## src/rtl/bus_router_pkg.sv

```systemverilog
// Shared types and helpers for the host-to-device address router.
package bus_router_pkg;

  typedef logic [3:0] dev_idx_t;

  localparam dev_idx_t ERR_IDX     = 4'hF;
  localparam int       MAX_DEVICES = 8;

  function automatic logic addr_match(input logic [31:0] addr,
                                      input logic [31:0] base,
                                      input logic [31:0] mask);
    return (addr & mask) == base;
  endfunction

endpackage

```

## src/rtl/resp_order_fifo.sv

```systemverilog
// Small in-order FIFO of device indices; the head tells the router which
// device owns the next host response.
module resp_order_fifo
  import bus_router_pkg::*;
#(
  parameter int Depth = 2,
  parameter int CntW  = $clog2(Depth + 1)
) (
  input  logic            clk_i,
  input  logic            rst_i,
  input  logic            push_i,
  input  logic            pop_i,
  input  dev_idx_t        push_data_i,
  output dev_idx_t        head_o,
  output logic            full_o,
  output logic            empty_o,
  output logic [CntW-1:0] count_o
);

  localparam int PtrW = (Depth > 1) ? $clog2(Depth) : 1;

  dev_idx_t        r_mem [Depth];
  logic [PtrW-1:0] r_wr_ptr;
  logic [PtrW-1:0] r_rd_ptr;
  logic [CntW-1:0] r_count;
  logic            w_push;
  logic            w_pop;

  function automatic logic [PtrW-1:0] next_ptr(input logic [PtrW-1:0] ptr);
    return (ptr == PtrW'(Depth - 1)) ? '0 : ptr + 1'b1;
  endfunction

  assign full_o  = (r_count == CntW'(Depth));
  assign empty_o = (r_count == '0);
  assign count_o = r_count;
  assign head_o  = r_mem[r_rd_ptr];

  // A full FIFO refuses the push even when a pop frees a slot this cycle.
  assign w_push = push_i && !full_o;
  assign w_pop  = pop_i && !empty_o;

  always_ff @(posedge clk_i) begin
    if (w_push) begin
      r_mem[r_wr_ptr] <= push_data_i;
    end
  end

  always_ff @(posedge clk_i) begin
    if (rst_i) begin
      r_wr_ptr <= '0;
      r_rd_ptr <= '0;
      r_count  <= '0;
    end else begin
      if (w_push) r_wr_ptr <= next_ptr(r_wr_ptr);
      if (w_pop)  r_rd_ptr <= next_ptr(r_rd_ptr);
      case ({w_push, w_pop})
        2'b10:   r_count <= r_count + 1'b1;
        2'b01:   r_count <= r_count - 1'b1;
        default: r_count <= r_count;
      endcase
    end
  end

endmodule

```

## src/rtl/bus_device_router.sv

```systemverilog
// Routes host data-port requests to one device by address and returns the
// device responses to the host in issue order; unmapped addresses get an error.
module bus_device_router
  import bus_router_pkg::*;
#(
  parameter int                       NumDevices     = 2,
  parameter int                       MaxOutstanding = 2,
  parameter logic [NumDevices*32-1:0] DevBase        = {32'h0002_0000, 32'h0010_0000},
  parameter logic [NumDevices*32-1:0] DevMask        = {32'hFFFF_FC00, 32'hFFF0_0000}
) (
  input  logic                       clk_i,
  input  logic                       rst_i,
  input  logic                       host_req_i,
  input  logic                       host_we_i,
  input  logic [3:0]                 host_be_i,
  input  logic [31:0]                host_addr_i,
  input  logic [31:0]                host_wdata_i,
  output logic                       host_gnt_o,
  output logic                       host_rvalid_o,
  output logic [31:0]                host_rdata_o,
  output logic                       host_err_o,
  output logic [NumDevices-1:0]      dev_req_o,
  output logic                       dev_we_o,
  output logic [3:0]                 dev_be_o,
  output logic [31:0]                dev_addr_o,
  output logic [31:0]                dev_wdata_o,
  input  logic [NumDevices-1:0]      dev_gnt_i,
  input  logic [NumDevices-1:0]      dev_rvalid_i,
  input  logic [NumDevices*32-1:0]   dev_rdata_i,
  input  logic [NumDevices-1:0]      dev_err_i
);

  localparam int CntW = $clog2(MaxOutstanding + 1);

  dev_idx_t              w_target;
  dev_idx_t              w_head;
  dev_idx_t              r_last_target;
  logic                  w_err_tgt;
  logic                  w_can_issue;
  logic                  w_push;
  logic                  w_full;
  logic                  w_empty;
  logic [CntW-1:0]       w_count;
  logic [NumDevices-1:0] w_match;
  logic [NumDevices-1:0] w_head_sel;
  logic [NumDevices-1:0] w_hit;
  logic [NumDevices-1:0] w_stray;
  logic [3:0]            w_stray_num;
  logic                  r_err_pending;
  logic                  r_after_rst;
  logic [7:0]            r_stray_cnt;

  for (genvar gi = 0; gi < NumDevices; gi++) begin : g_dev
    assign w_match[gi]    = addr_match(host_addr_i, DevBase[gi*32 +: 32], DevMask[gi*32 +: 32]);
    assign dev_req_o[gi]  = host_req_i && w_can_issue && (w_target == dev_idx_t'(gi));
    assign w_head_sel[gi] = !w_empty && (w_head == dev_idx_t'(gi));
    assign w_hit[gi]      = w_head_sel[gi] && dev_rvalid_i[gi];
    assign w_stray[gi]    = dev_rvalid_i[gi] && !w_head_sel[gi];
  end

  // Lowest matching index wins on overlapping windows.
  always_comb begin
    w_target = ERR_IDX;
    for (int i = NumDevices - 1; i >= 0; i--) begin
      if (w_match[i]) w_target = dev_idx_t'(i);
    end
  end

  assign w_err_tgt = (w_target == ERR_IDX);

  // Switching targets waits for a fully drained FIFO, so in-order devices
  // alone are enough to keep host responses in issue order.
  assign w_can_issue = !rst_i && (w_count < CntW'(MaxOutstanding)) &&
                       ((w_count == '0) || (w_target == r_last_target));

  assign host_gnt_o  = w_err_tgt ? (host_req_i && w_can_issue) : |(dev_req_o & dev_gnt_i);
  assign w_push      = host_gnt_o && !w_full;

  assign dev_we_o    = host_we_i;
  assign dev_be_o    = host_be_i;
  assign dev_addr_o  = host_addr_i;
  assign dev_wdata_o = host_wdata_i;

  resp_order_fifo #(
    .Depth (MaxOutstanding)
  ) u_order_fifo (
    .clk_i       (clk_i),
    .rst_i       (rst_i),
    .push_i      (w_push),
    .pop_i       (host_rvalid_o),
    .push_data_i (w_target),
    .head_o      (w_head),
    .full_o      (w_full),
    .empty_o     (w_empty),
    .count_o     (w_count)
  );

  always_comb begin
    host_rvalid_o = 1'b0;
    host_rdata_o  = '0;
    host_err_o    = 1'b0;
    if (!rst_i) begin
      if (!w_empty && (w_head == ERR_IDX) && r_err_pending) begin
        host_rvalid_o = 1'b1;
        host_err_o    = 1'b1;
      end else begin
        for (int i = 0; i < NumDevices; i++) begin
          if (w_hit[i]) begin
            host_rvalid_o = 1'b1;
            host_rdata_o  = dev_rdata_i[i*32 +: 32];
            host_err_o    = dev_err_i[i];
          end
        end
      end
    end
  end

  always_comb begin
    w_stray_num = '0;
    for (int i = 0; i < NumDevices; i++) begin
      w_stray_num = w_stray_num + 4'(w_stray[i]);
    end
  end

  always_ff @(posedge clk_i) begin
    if (rst_i) begin
      r_last_target <= '0;
      r_err_pending <= 1'b0;
      r_after_rst   <= 1'b1;
      r_stray_cnt   <= '0;
    end else begin
      r_after_rst   <= 1'b0;
      r_err_pending <= host_gnt_o && w_err_tgt;
      if (host_gnt_o) r_last_target <= w_target;
      r_stray_cnt   <= r_stray_cnt + 8'(w_stray_num);
    end
  end

  // Late responses from before a reset are expected once; later ones are suspicious.
  a_no_stray_rvalid: assert property (@(posedge clk_i) disable iff (rst_i || r_after_rst)
                                      w_stray == '0)
    else $warning("bus_device_router: stray device rvalid ignored");

endmodule

```

## config.mk

```make
export PLATFORM = sky130hd
export DESIGN_NAME = bus_device_router
export DESIGN_NICKNAME = d
export VERILOG_FILES = /design/src/rtl/bus_router_pkg.sv /design/src/rtl/resp_order_fifo.sv /design/src/rtl/bus_device_router.sv
export SDC_FILE = /design/constraint.sdc
export NUM_CORES = 1
export LEC_CHECK = 0
export BUFFER_PORTS_ARGS = -buffer_cell sky130_fd_sc_hd__buf_2
export CAP_MARGIN = 25
export CORE_AREA = 2 2 97 99
export CTS_BUF_LIST = sky130_fd_sc_hd__clkbuf_8
export CTS_CLUSTER_DIAMETER = 120
export CTS_CLUSTER_SIZE = 16
export DETAILED_ROUTE_END_ITERATION = 8
export DIE_AREA = 0 0 99 101
export PLACE_DENSITY = 0.67
export REMOVE_ABC_BUFFERS = 1
export SLEW_MARGIN = 20
export SYNTH_ARGS = -nofsm -noshare
export SYNTH_HDL_FRONTEND = slang
export SYNTH_SLANG_ARGS = --single-unit
```

## constraint.sdc

```tcl
create_clock -name clk_i -period 4.1 [get_ports clk_i]
set_input_delay 0.205 -clock clk_i [delete_from_list [all_inputs] [get_ports clk_i]]
set_output_delay 0.205 -clock clk_i [all_outputs]
set_load 0.005 [all_outputs]
```

* Word level (Yosys, flattened, before mapping)
Memories as Yosys holds them, arrays and structs flattened. A register that Yosys moved wholly into a read port is not among the register bits.
Cells that the tools add are included.
** Cells by class
- Order comparisons :: 1
- Reduce and logical (&&, ||, !) cells :: 24
- Muxes and demuxes :: 22
- Bitwise logic cells :: 1
- Equality and inequality tests :: 10
- $add $sub $neg :: 4
** Operators by type and width (number)
- 2-to-1 mux 32 bit :: 4
- equality test 22 x 8 -> 1 bit, second input constant :: 1
- logical AND 1 bit :: 15
- 2-to-1 mux 1 bit :: 15
- equality test 12 x 1 -> 1 bit, second input constant :: 1
- equality test 4 x 1 -> 1 bit, second input constant :: 2
- equality test 4 bit, second input constant :: 2
- zero test 4 bit :: 2
- 2-to-1 mux 4 bit :: 2
- equality test 2 bit, second input constant :: 2
- equality test 4 bit :: 1
- case mux 2 bit (2 select lines) :: 1
- zero test 1 bit :: 3
- adder 1 bit, second input constant :: 2
- adder 2 x 1 -> 2 bit, second input constant :: 1
- AND 2 bit :: 1
- equality test 2 x 1 -> 1 bit, second input constant :: 1
- zero test 2 bit :: 1
- < comparator 2 bit, second input constant :: 1
- nonzero test 2 bit :: 1
- OR reduction 2 bit :: 1
- subtractor 2 x 1 -> 2 bit, second input constant :: 1
- logical OR 1 bit :: 1
** Storage, ports and cells
- Memories :: 1
- Input bits :: 142
- Register bits after elaboration :: 9
- Bits in writable memories :: 8
** Memory list
- u_order_fifo.r_mem :: depth 2, bits a word 4, rd ports 1, clocked after Yosys merged registers in 1, write ports 1, line resp_order_fifo.sv:22 : dev_idx_t r_mem [Depth];

* Longest topological paths before layout
- Depth after elaboration :: 15
- Mapped depth :: 10

* By module
A second synthesis with hierarchy kept.
** Unflattened totals
- Cell total of the unflattened synthesis :: 232
- Area, all modules :: 1854.3 um^2
** By module, submodules not included
- bus_device_router :: area an instance 1345.0 um^2, cells an instance 194, instances 1, seq. area each 60.1 um^2
- resp_order_fifo :: area an instance 509.2 um^2, cells an instance 38, instances 1, seq. area each 340.3 um^2

* Worst setup path before layout
OpenSTA, ideal clock, no wires.
- Path kind :: register to register
- From :: memory u_order_fifo.r_mem[0][2] (netlist bit)
- To :: register u_order_fifo.r_count[1] (netlist: u_order_fifo.count_o[1])
- Setup slack :: 2122 ps
- Cell stages (with the launch flop) :: 8
- Setup time :: 70 ps
- Arrival :: 1908 ps
- Path through :: edfxtp_1 nor2b_2 a211oi_2 nand3_1 a31oi_4 ha_1 or3_1 a21oi_1
** RTL lines
- start: declaration :: line resp_order_fifo.sv:22
- end signal: assignment :: line resp_order_fifo.sv:57 : 2'b10: r_count <= r_count + 1'b1;
- end signal: assignment :: line resp_order_fifo.sv:58 : 2'b01: r_count <= r_count - 1'b1;
- end signal: assignment :: line resp_order_fifo.sv:59 : default: r_count <= r_count;
- end: declaration :: line resp_order_fifo.sv:25 : logic [CntW-1:0] r_count;

* Final worst setup path
- From :: register u_order_fifo.r_count[0] (netlist: u_order_fifo.count_o[0])
- To :: output host_err_o
** Between the ends
- Longest elaborated chain between the ends :: 8
- Elaborated cells on any way between the ends :: 12
- Classes of those cells :: mux: 4; reduce/logical: 8
** RTL lines
- zero test 2 bit (*) :: line resp_order_fifo.sv:34 : assign empty_o = (r_count == '0);
- zero test 1 bit (*) :: line bus_device_router.sv:56, bus_device_router.sv:103
- logical AND 1 bit :: line bus_device_router.sv:56 : assign w_head_sel[gi] = !w_empty && (w_head == dev_idx_t'(gi));
- logical AND 1 bit :: line bus_device_router.sv:57 : assign w_hit[gi] = w_head_sel[gi] && dev_rvalid_i[gi];
- 2-to-1 mux 1 bit (2 in series) :: line bus_device_router.sv:108 : if (w_hit[i]) begin
- 2-to-1 mux 1 bit (*) :: line bus_device_router.sv:103 : if (!w_empty && (w_head == ERR_IDX) && r_err_pending) begin
- 2-to-1 mux 1 bit (*) :: line bus_device_router.sv:102 : if (!rst_i) begin
- end: declaration :: line bus_device_router.sv:21 : output logic host_err_o,
Every way passes the cells marked *; elsewhere a longest branch is shown, timed or not.

==> flow_summary.toml <==
[sta]
fin_crit_sh_pct = 67.2
fmax_ghz = 0.363
finalWorstSetupSlack_ps = 1340
fin_crit_ps = 2760
worst_slew_pin_slew_ps = 905
slew_viol_final = 0
rsz0062_at_grt = "no"
hold_viol_final = 0
setup_violations = 0
tns_ps = 0
skew_ps = 4.55
relSlewSlack_pct = 39.4

[cells_and_area]
fin_nets = 450
fillers = 968
multi_input_area_um2 = 1120
syn2layout_area_growth_pct = 12.5
seq_area_um2 = 280
fin_util_pct = 26.5
drive_above_1_share_pct = 76.1

[synth]
synth.avg_cell_area_um2 = 9.17
synth.area.top_cells = "buf_4, a22oi_2, nor2_2, dfxtp_1, edfxtp_1"
synth_most_common_cell = "buf_4"
netlist_area_um2 = 2120
synth_ff_type = "dfxtp_1"
synth.top_cell.area_share_pct = 24.8
synth.distinct_cells = 50
ys_async_sr_fraction_pct = 0
ys_ff_latch = 12
ys_top_cells_by_count = "buf_4, a22oi_2, nor2_2"
synth.largest_area_cell = "buf_4"
yosysSeqAreaShare_pct = 13.2
syn_inst = 231
synth_edf_count = 4
yosysWarnings = 0

[flow_run]
drv_cap = 0

[place]
pre_cts_ws_ps = 1610
dp.final_hpwl_um = 7990
portBuffers = 153
place_congestion = 0.761

[clock_tree]
worstSkewPairLatency_ps = 230
cts_tree = "yes"
clockBufferDepth = 2
postCtsHoldBufs = 0
cts_max_level = 1
cts.sinks = 12
cts_root_buffer = "clkbuf_8"
cts_resized = 0
post_cts_buffers = 0
cts_buffers = 3
clk_pin_slew_ps = 50

[route]
vias_per_cell = 4.47
route.detailed.drc = 0
drt-initial-drc-count = 33
ant_nets = 0
dr.pass1.iters = 4
wl_um = 8910
wl_per_cell_um = 21.3
dr_total_vias = 1874

[global_route]
track_usage_pct = 16.2
grt_pass1_wl_um = 11900
grt_pass1_vias = 1767
gr-total-overflow = 0
antenna_found_initial = 2
grt_start_max_net_pins = 34

[floorplanning]
die_height_um = 101
rows = 35
initial_core_util_pct = 23.6
ios = 248
core_um2 = 8980
die_x_um = 99
die-area_um2 = 10000

[power]
comb_power_share_pct = 43.9
irDropWorstVdd_mv = 0.198
power.density_nw_per_um2 = 209
p_leak_uw = 0.00104
pwr-share-clk_pct = 21.1
cellInternalPower_uw = 314
switching_share_pct = 37.0
pwr-share-seq_pct = 35.0
p_sw_uw = 184

[setup_path]
worstPathRequired_ps = 3890
cp_data_arrival_time_ps = 2550
crit_fanout = 33
crit_type = "reg2out"
end_kind = "output port"
startpoint_type = "flip-flop"

[hold_path]
min_path_type = "in2reg"

[outcome]
status = "finished, final reports clean"
==> sequential cells by signal, summed over array words and instances (netlist names), named ones only <==
| register | count |
|---|---|
| r_err_pending | 1 |
| r_last_target | 2 |
| u_order_fifo.count_o | 2 |
| u_order_fifo.r_mem | 4 |
| u_order_fifo.r_rd_ptr | 1 |
| u_order_fifo.r_wr_ptr | 1 |
==> cell usage in the layout, fill, tap and decap left out, types with 2 or more instances in the layout <==
| master | n |
|---|---|
| buf_2 | 153 |
| a22oi_2 | 30 |
| nor2_2 | 30 |
| dfxtp_1 | 8 |
| nand2_1 | 7 |
| inv_1 | 5 |
| nand3_1 | 5 |
| nor2_1 | 5 |
| and3_2 | 4 |
| a21oi_1 | 4 |
| mux2i_1 | 4 |
| edfxtp_1 | 4 |
| nor3_1 | 3 |
| nand2b_1 | 3 |
| a22oi_1 | 3 |
| clkbuf_8 | 3 |
| diode_2 | 2 |
| nor4_4 | 2 |
| a211oi_2 | 2 |
| xnor2_1 | 2 |
==> path summary, 6_finish.rpt <==
path,from,endpoint,slack [ps],cells after the start
worst max register to register,u_order_fifo.count_o[0],u_order_fifo.count_o[1],1830,7
worst max-delay path,u_order_fifo.count_o[0],host_err_o,1340,6
worst min register to register,u_order_fifo.r_rd_ptr,u_order_fifo.r_rd_ptr,470,1
worst min-delay path,rst_i,u_order_fifo.count_o[0],310,2
==> power groups by stage <==
stage | registers (uW) | clock network (uW) | logic, uW
3_5_place_dp | 177 | 0 | 219
5_1_grt | 179 | 117 | 242
3_3_place_gp | 175 | 0 | 214
2_1_floorplan | 170 | 0 | 120
4_1_cts | 175 | 108 | 221
6_report | 174 | 105 | 219
==> kinds of logic (layout without fill, tap and decap cells) <==
kind of cell	count (synthesis)	in the layout	share of synthesized area [%]
other	0	2	0
AO/OA/AOI/OAI	52	52	27.1
flip-flops	12	12	13.2
XOR/XNOR	3	3	1.24
adder cells (fa/ha/maj)	1	1	0.591
multiplexers	5	5	2.42
buffers and inverters	88	163	34.1
AND/OR/NAND/NOR	70	70	21.3
==> layer usage <==
| metal | GRT usage (%) | up-vias | share of wire [%] |
|---|---|---|---|
| met4 | 1.37 | 2 | 0.45 |
| met1 | 11.6 | 824 | 24 |
| met3 | 18.7 | 6 | 23 |
| li1 | - | 897 | - |
| met5 | 4.62 | - | 0.68 |
| met2 | 28.6 | 145 | 52 |
==> worst max-delay path, cell delays in order, from the launching register on <==
cell and delay [ps]:
dfxtp_1 530, nor2_1 130, a211oi_2 250, and3_2 830, a22oi_1 210, a21oi_1 210
buf_2 140
==> metrics by stage <==
stage	std cells	hold WS [ps]	cell area, um^2	power, uW
after detailed placement	413	410	2330	396
after global placement	413	410	2330	389
after global routing	417	332	2380	539
after CTS	417	316	2380	503
final	419	310	2380	498
after floorplan	149	270	1420	289
==> area by class of cell <==
class,instances,area share [%]
tap,111,5.83
sequential,12,11.8
timing repair buffer,153,32.1
inverter,6,1.16
clock inverter,1,0.158
multi-input combinational,131,47.0
antenna,2,0.210
clock buffer,3,1.73
(Power assumes the default switching activity.)
